`src/rtl/cv32e40p_apu_arbiter.sv`:
```
// APU field widths shared by the core-side and FPU-side interfaces.
package cv32e40p_apu_core_pkg;
  parameter int APU_NARGS_CPU    = 3;
  parameter int APU_WOP_CPU      = 6;
  parameter int APU_NDSFLAGS_CPU = 15;
  parameter int APU_NUSFLAGS_CPU = 5;
endpackage

// Two-core round-robin arbiter in front of one shared FPU.
// A 1-bit ID FIFO records which core owns each outstanding operation
// so that in-order FPU responses can be steered back to the right core.
module cv32e40p_apu_arbiter #(
  parameter int DEPTH            = 4,
  parameter int APU_NARGS_CPU    = cv32e40p_apu_core_pkg::APU_NARGS_CPU,
  parameter int APU_WOP_CPU      = cv32e40p_apu_core_pkg::APU_WOP_CPU,
  parameter int APU_NDSFLAGS_CPU = cv32e40p_apu_core_pkg::APU_NDSFLAGS_CPU,
  parameter int APU_NUSFLAGS_CPU = cv32e40p_apu_core_pkg::APU_NUSFLAGS_CPU
) (
  input  logic                                       clk_i,
  input  logic                                       rst_i,
  input  logic [1:0]                                 c_req_i,
  output logic [1:0]                                 c_gnt_o,
  input  logic [1:0][APU_NARGS_CPU-1:0][31:0]        c_operands_i,
  input  logic [1:0][APU_WOP_CPU-1:0]                c_op_i,
  input  logic [1:0][APU_NDSFLAGS_CPU-1:0]           c_flags_i,
  output logic [1:0]                                 c_rvalid_o,
  output logic [31:0]                                c_rdata_o,
  output logic [APU_NUSFLAGS_CPU-1:0]                c_rflags_o,
  output logic                                       apu_req_o,
  input  logic                                       apu_gnt_i,
  output logic [APU_NARGS_CPU-1:0][31:0]             apu_operands_o,
  output logic [APU_WOP_CPU-1:0]                     apu_op_o,
  output logic [APU_NDSFLAGS_CPU-1:0]                apu_flags_o,
  input  logic                                       apu_rvalid_i,
  input  logic [31:0]                                apu_rdata_i,
  input  logic [APU_NUSFLAGS_CPU-1:0]                apu_rflags_i,
  output logic                                       fpu_clk_en_o,
  output logic                                       busy_o,
  output logic                                       err_o
);

  localparam int PW = $clog2(DEPTH);
  localparam int CW = $clog2(DEPTH) + 1;

  typedef enum logic {
    LOCK_IDLE = 1'b0,
    LOCK_HELD = 1'b1
  } lockState_t;

  lockState_t       r_lockState;
  lockState_t       w_lockStateNext;
  logic             r_lockCore;
  logic             w_lockCoreNext;
  logic             w_lockDrop;

  logic             r_prio;
  logic             r_err;

  logic [DEPTH-1:0] r_idFifo;
  logic [PW-1:0]    r_wrPtr;
  logic [PW-1:0]    r_rdPtr;
  logic [CW-1:0]    r_count;

  logic             w_sel;
  logic             w_anyReq;
  logic             w_full;
  logic             w_empty;
  logic             w_handshake;
  logic             w_push;
  logic             w_pop;
  logic             w_spurious;
  logic             w_head;

  // Pick the core to present to the FPU: a held lock wins, otherwise round-robin.
  always_comb begin
    w_sel    = 1'b0;
    w_anyReq = 1'b0;
    if (r_lockState == LOCK_HELD) begin
      w_sel    = r_lockCore;
      w_anyReq = c_req_i[r_lockCore];
    end else begin
      w_anyReq = |c_req_i;
      case (c_req_i)
        2'b11:   w_sel = r_prio;
        2'b10:   w_sel = 1'b1;
        default: w_sel = 1'b0;
      endcase
    end
  end

  assign w_empty     = (r_count == '0);
  assign w_full      = (r_count == CW'(DEPTH));
  assign apu_req_o   = w_anyReq & ~w_full;
  assign w_handshake = apu_req_o & apu_gnt_i;
  assign w_push      = w_handshake;
  assign w_pop       = apu_rvalid_i & ~w_empty;
  assign w_spurious  = apu_rvalid_i & w_empty;
  assign w_head      = r_idFifo[r_rdPtr];

  assign c_gnt_o        = {w_handshake & w_sel, w_handshake & ~w_sel};
  assign apu_operands_o = c_operands_i[w_sel];
  assign apu_op_o       = c_op_i[w_sel];
  assign apu_flags_o    = c_flags_i[w_sel];

  assign c_rvalid_o   = {w_pop & w_head, w_pop & ~w_head};
  assign c_rdata_o    = apu_rdata_i;
  assign c_rflags_o   = apu_rflags_i;
  assign busy_o       = ~w_empty;
  assign fpu_clk_en_o = (|c_req_i) | busy_o;
  assign err_o        = r_err;

  // Lock next-state: hold an ungranted selection until it is accepted or abandoned.
  always_comb begin
    w_lockStateNext = r_lockState;
    w_lockCoreNext  = r_lockCore;
    w_lockDrop      = 1'b0;
    case (r_lockState)
      LOCK_IDLE: begin
        if (apu_req_o && !apu_gnt_i) begin
          w_lockStateNext = LOCK_HELD;
          w_lockCoreNext  = w_sel;
        end
      end
      LOCK_HELD: begin
        if (w_handshake) begin
          w_lockStateNext = LOCK_IDLE;
        end else if (!c_req_i[r_lockCore]) begin
          w_lockStateNext = LOCK_IDLE;
          w_lockDrop      = 1'b1;
        end
      end
      default: begin
        w_lockStateNext = LOCK_IDLE;
      end
    endcase
  end

  // Lock state register.
  always_ff @(posedge clk_i or posedge rst_i) begin
    if (rst_i) begin
      r_lockState <= LOCK_IDLE;
      r_lockCore  <= 1'b0;
    end else begin
      r_lockState <= w_lockStateNext;
      r_lockCore  <= w_lockCoreNext;
    end
  end

  // Priority moves to the core that lost the most recent accepted handshake.
  always_ff @(posedge clk_i or posedge rst_i) begin
    if (rst_i) begin
      r_prio <= 1'b0;
    end else if (w_handshake) begin
      r_prio <= ~w_sel;
    end
  end

  // Sticky protocol error: abandoned lock or response with nothing outstanding.
  always_ff @(posedge clk_i or posedge rst_i) begin
    if (rst_i) begin
      r_err <= 1'b0;
    end else if (w_spurious || w_lockDrop) begin
      r_err <= 1'b1;
    end
  end

  // ID FIFO storage and pointers; power-of-two depth lets the pointers wrap naturally.
  always_ff @(posedge clk_i or posedge rst_i) begin
    if (rst_i) begin
      r_idFifo <= '0;
      r_wrPtr  <= '0;
      r_rdPtr  <= '0;
    end else begin
      if (w_push) begin
        r_idFifo[r_wrPtr] <= w_sel;
        r_wrPtr           <= r_wrPtr + PW'(1);
      end
      if (w_pop) begin
        r_rdPtr <= r_rdPtr + PW'(1);
      end
    end
  end

  // Occupancy count; a simultaneous push and pop leaves it unchanged.
  always_ff @(posedge clk_i or posedge rst_i) begin
    if (rst_i) begin
      r_count <= '0;
    end else begin
      case ({w_push, w_pop})
        2'b10:   r_count <= r_count + CW'(1);
        2'b01:   r_count <= r_count - CW'(1);
        default: r_count <= r_count;
      endcase
    end
  end

endmodule

```
`config.mk`:
```
export PLATFORM = sky130hd
export DESIGN_NAME = cv32e40p_apu_arbiter
export DESIGN_NICKNAME = d
export VERILOG_FILES = /design/src/rtl/cv32e40p_apu_arbiter.sv
export SDC_FILE = /design/constraint.sdc
export NUM_CORES = 1
export LEC_CHECK = 0
export ABC_AREA = 0
export CAP_MARGIN = 20
export CORE_AREA = 5 5 166 168
export DETAILED_ROUTE_END_ITERATION = 6
export DIE_AREA = 0 0 171 173
export GPL_ROUTABILITY_DRIVEN = 0
export PLACE_DENSITY = 0.43
export SYNTH_ARGS = -nofsm -noshare
export SYNTH_HDL_FRONTEND = slang
export SYNTH_SLANG_ARGS = --single-unit
```
`constraint.sdc`:
```
create_clock -name clk_i -period 2.7 [get_ports clk_i]
set_clock_uncertainty 0.15 [all_clocks]
set_input_delay 0.405 -clock clk_i [delete_from_list [all_inputs] [get_ports clk_i]]
set_output_delay 0.405 -clock clk_i [all_outputs]
set_load 0.05 [all_outputs]
```
* Word-level counts from Yosys, hierarchy flattened *
Cells that the tools add are included.

word-level totals
  bits in registers = 15
  latch bits = 0
  RAM bits = 0
  bits in read-only memories = 0
  input bits = 277
  word-level logic and storage cells = 68
  memories = 0

operators by class
  add/sub/neg operators = 4
  multiply operators = 0
  div/mod/pow operators = 0
  $lt $le $gt $ge = 5
  eq/ne operators = 5
  shift operators = 0
  multiplexer cells = 24
  bitwise gates (word level) = 14
  reductions and logical operators = 8

operators by type and width
  kind                                                 count
  2-to-1 mux 96 bit                                    2
  2-to-1 mux 15 bit                                    2
  2-to-1 mux 1 bit                                     12
  2-to-1 mux 6 bit                                     2
  AND 1 bit                                            8
  == test 2 bit, second input constant                 3
  < comparator 2 x 3 -> 1 bit, second input constant   2
  one-hot mux 3 bit (2 select lines)                   1
  NOT 1 bit                                            5
  adder 2 x 1 -> 2 bit, second input constant          2
  bitwise mux 4 bit                                    1
  < comparator 1 x 2 -> 1 bit, second input constant   2
  one-hot mux 1 bit (2 select lines)                   2
  adder 3 x 1 -> 3 bit, second input constant          1
  == test 3 bit, second input constant                 1
  zero test 3 bit                                      1
  subtractor 3 x 1 -> 3 bit, second input constant     1
  binary-select mux 1 bit (select 2 bit)               1
  demux 1 bit (select 2 bit)                           1
  == test 2 x 1 -> 1 bit, second input constant        1
  >= comparator 2 x 1 -> 1 bit, second input constant  1
  logical AND 1 bit                                    2
  AND reduction 2 bit                                  1
  nonzero test 2 bit                                   1
  4 further kinds                                      4

* Logic depth before layout (Yosys ltp) *
  depth after elaboration = 8
  gate-level depth with buffers = 10
  depth with buffers taken out = 10

* Worst setup path after synthesis *
OpenSTA, ideal clock, no wires.

  kind = register to output
  from = register r_lockState
  to = output port c_gnt_o[1]
  arrival time = 1738 ps
  data required time = 2145 ps
  path slack = 407 ps
  stages on the path, launching flop included = 6
  path buffers = 3
  path through = dfrtp_1 -> buf_2 -> o21ai_2 -> buf_6 -> buf_6 -> nor2b_1

between the ends
  word-level cells in the longest chain between the ends = 4

RTL lines
  what                    RTL line  source
  from (decl)             50        lockState_t r_lockState;
  from (signal assigned)  144       r_lockState <= w_lockStateNext;
  2-to-1 mux 1 bit        78        if (r_lockState == LOCK_HELD) begin
  AND 1 bit               93        assign apu_req_o = w_anyReq & ~w_full;
  AND 1 bit               94        assign w_handshake = apu_req_o & apu_gnt_i;
  AND 1 bit (*)           100       assign c_gnt_o = {w_handshake & w_sel, w_handshake & ~w_sel};
  to (decl)               22        output logic [1:0] c_gnt_o,

Every way passes the cells marked *; elsewhere a longest branch is shown, timed or not.

==> impl_metrics.env <==
export IMPL_dr_wl_met3_um=1750
export IMPL_drive_above_1_share=0.480
export IMPL_critPathCaptureType="primary output"
export IMPL_dpl_hpwl_um=15600
export IMPL_synthTopCellsByArea="mux2_2 (28%), mux2_4 (28%), dfrtp_1 (14%), buf_4 (10%), buf_6 (2.9%)"
export IMPL_status="finished clean"
export IMPL_root_buffer="clkbuf_16"
export IMPL_ys_seq_elements=15
export IMPL_start_kind="input port"
export IMPL_n_antenna_cell=0
export IMPL_synth_distinct_cells=31
export IMPL_timing_fmax_ghz=0.396
export IMPL_path_clk_slew_ns=0.05
export IMPL_ant_nets=0
export IMPL_worstSetupPathType="in -> out"
export IMPL_rows=59
export IMPL_finalSetupViolations=0
export IMPL_syn_area_per_cell_um2=11.1
export IMPL_die_h_um=173
export IMPL_slowest_stage="mux2_4"
export IMPL_cts_tree="built"
export IMPL_clkLatencyLatePin_ns=0.24
export IMPL_r2r_end="r_count[2]"
export IMPL_ys_seq_area_frac=0.138
export IMPL_hold_violations=0
export IMPL_nets=878
export IMPL_routedWlPerCell_um=18.5
export IMPL_initial_core_util=0.106
export IMPL_cpMostUsedCell="buf_12"
export IMPL_layout_commonest_cell="clkdlybuf4s50_1"
export IMPL_dieArea_um2=29600
export IMPL_slew_violations=0
export IMPL_synth_warnings=0
export IMPL_globalRoute_totalOverflow=0
export IMPL_hold_path_end="err_o"
export IMPL_core_um2=25800
export IMPL_tightest_slew_ns=0.593
export IMPL_synth_top_area_frac=0.282
export IMPL_peakVddDrop_mv=0.617
export IMPL_rsz0062_at_grt="no"
export IMPL_slowest_delay_ns=0.32
export IMPL_drt_iter0_markers=40
export IMPL_viasPerCell=3.47
export IMPL_fin_crit_ns=2.53
export IMPL_wl_um=17200
export IMPL_yosys_area_top_type="mux2_2"
export IMPL_placed_cell_area_um2=6420
export IMPL_cts_sinks=15
export IMPL_crit_path_start="c_req_i[1]"
export IMPL_grt_pass1_wl_um=23700
export IMPL_place_inst=921
export IMPL_grt_usage=0.104
export IMPL_drt_drc_violations_left=0
export IMPL_final_cell_mix="clkdlybuf4s50_1 (239), buf_4 (145), mux2_2 (68)"
export IMPL_via_count=3224
export IMPL_die_width_um=171
export IMPL_hp_start="err_o"
export IMPL_antenna_found_initial=1
export IMPL_cts_hold_buf=0
export IMPL_cp_max_fo=19
export IMPL_period_share=0.936
export IMPL_required_ns=2.14
export IMPL_stdcell_area_um2=6570
export IMPL_route_met2_wl_um=9080
export IMPL_synthesis_nets=527
export IMPL_grt_max_degree=20
export IMPL_syn_inst=244
export IMPL_fin_cells=929
export IMPL_drt_met1_wl_um=6270
export IMPL_hold_path_class="reg -> reg"
export IMPL_port_buffers=364
export IMPL_clockBufferDepth=2
export IMPL_cap_viol_max_count=0
export IMPL_io_pins=439
export IMPL_cts_inserted_buffers=3
export IMPL_crit_arrival_ns=1.97
export IMPL_fillers=2714
export IMPL_reg2reg_slack_ns=0.45
export IMPL_synthesis_area_um2=2720
export IMPL_p_per_area_nw_per_um2=1030
export IMPL_syn_to_final_growth_pct=142
export IMPL_rr_startpoint="r_count[0]"
export IMPL_setup_ws_ns=0.173
export IMPL_dr_pass1_iters=4
export IMPL_p_leak_uw=0.00283
export IMPL_top_layer="met4"
export IMPL_r2r_cells=10
export IMPL_htreeDepth=1
export IMPL_dp_worst_setup_slack_ns=-0.0491
export IMPL_path_cells="dlygate4sd2_1, o21ai_4, o21ai_4, buf_12, buf_12, buf_12, mux2_4, buf_4"
export IMPL_first_global_vias=3721
export IMPL_relSlewSlack=0.604
export IMPL_whs_path_depth=2
[critical path: cells and delay by family]
family                 cells  cell delay [ns]
buffers and inverters      5             0.95
AOI/OAI and AO/OA          2             0.28
muxes                      1             0.32
[what timing repair did]
item	4_1_cts	5_1_grt
gates resized for setup	4	0
endpoints found under the setup margin	54	0
setup buffers	3	0
[report_power, final]
part           total, uW  leakage, uW  switching, uW  internal, uW
Sequential           436     0.000176            104           332
Combinational       6010      0.00261           3450          2570
Clock                284    0.0000382           84.9           200
[metrics by stage]
step	total power [uW]	TNS, ns	util	hold slack, ns
after floorplan	4530	0	-	0.156
after global placement	6360	-0.0816	0.249	0.315
after detailed placement	6400	-0.576	0.249	0.318
after CTS	6830	0	0.255	0.334
after global routing	7060	0	0.255	0.341
final	6730	0	0.255	0.327
[state kept, by name, indices dropped and copies added (netlist names)]
signal and count:
err_o 1, r_count 3, r_idFifo 4, r_lockCore 1, r_lockState 1, r_prio 1
r_rdPtr 2, r_wrPtr 2
[cell families (layout without fill, tap and decap cells)]
family	count (synthesis)	in the layout	synth area share
adder cells (fa/ha/maj)	6	6	0.0304
AND/OR/NAND/NOR	22	22	0.0387
buffers and inverters	61	411	0.158
multiplexers	126	126	0.594
flip-flops	15	15	0.138
XOR/XNOR	6	6	0.0193
AO/OA/AOI/OAI	8	8	0.0221
[area by class of cell]
type | instances | area, um^2 | share of cell area
multi-input combinational | 168 | 1930 | 0.294
inverter | 10 | 37.5 | 0.00572
timing repair buffer | 397 | 3730 | 0.567
tap | 335 | 419 | 0.0638
sequential | 15 | 375 | 0.0572
clock buffer | 4 | 78.8 | 0.0120
[Yosys cell counts]
master,n
buf_2,7
fa_1,1
buf_4,37
buf_6,7
nor3b_1,1
mux2_2,68
and3_1,1
or2_2,1
xor2_1,2
nand3_1,4
o31ai_1,1
dfrtp_1,15
inv_2,1
xnor2_1,4
o41ai_1,1
nor2_2,1
ha_1,5
nor3_1,1
mux2_1,4
mux4_2,1
a21oi_1,2
inv_1,9
nand2_2,1
nand2_1,6
nor2_1,5
mux2i_1,3
nor2b_1,1
mux2_4,50
o221a_2,1
o21ai_0,1
o21ai_2,2
[layer usage]
| layer | vias up | global-route usage |
|---|---|---|
| li1 | 1530 | - |
| met3 | 6 | 0.0297 |
| met4 | 0 | 0.00924 |
| met1 | 1491 | 0.114 |
| met5 | - | 0 |
| met2 | 197 | 0.203 |
[worst max path at each step]
stage / end / slack, ns / cells after the start
2_1_floorplan: c_gnt_o[1] / 0.41 / 5
3_3_place_gp: apu_operands_o[10] / -0.03 / 7
3_5_place_dp: apu_operands_o[32] / -0.05 / 7
4_1_cts: apu_flags_o[9] / 0.16 / 9
5_1_grt: busy_o / 0.04 / 3
6_report: apu_operands_o[63] / 0.17 / 8
No activity file was read; power rests on OpenSTA's default activity.
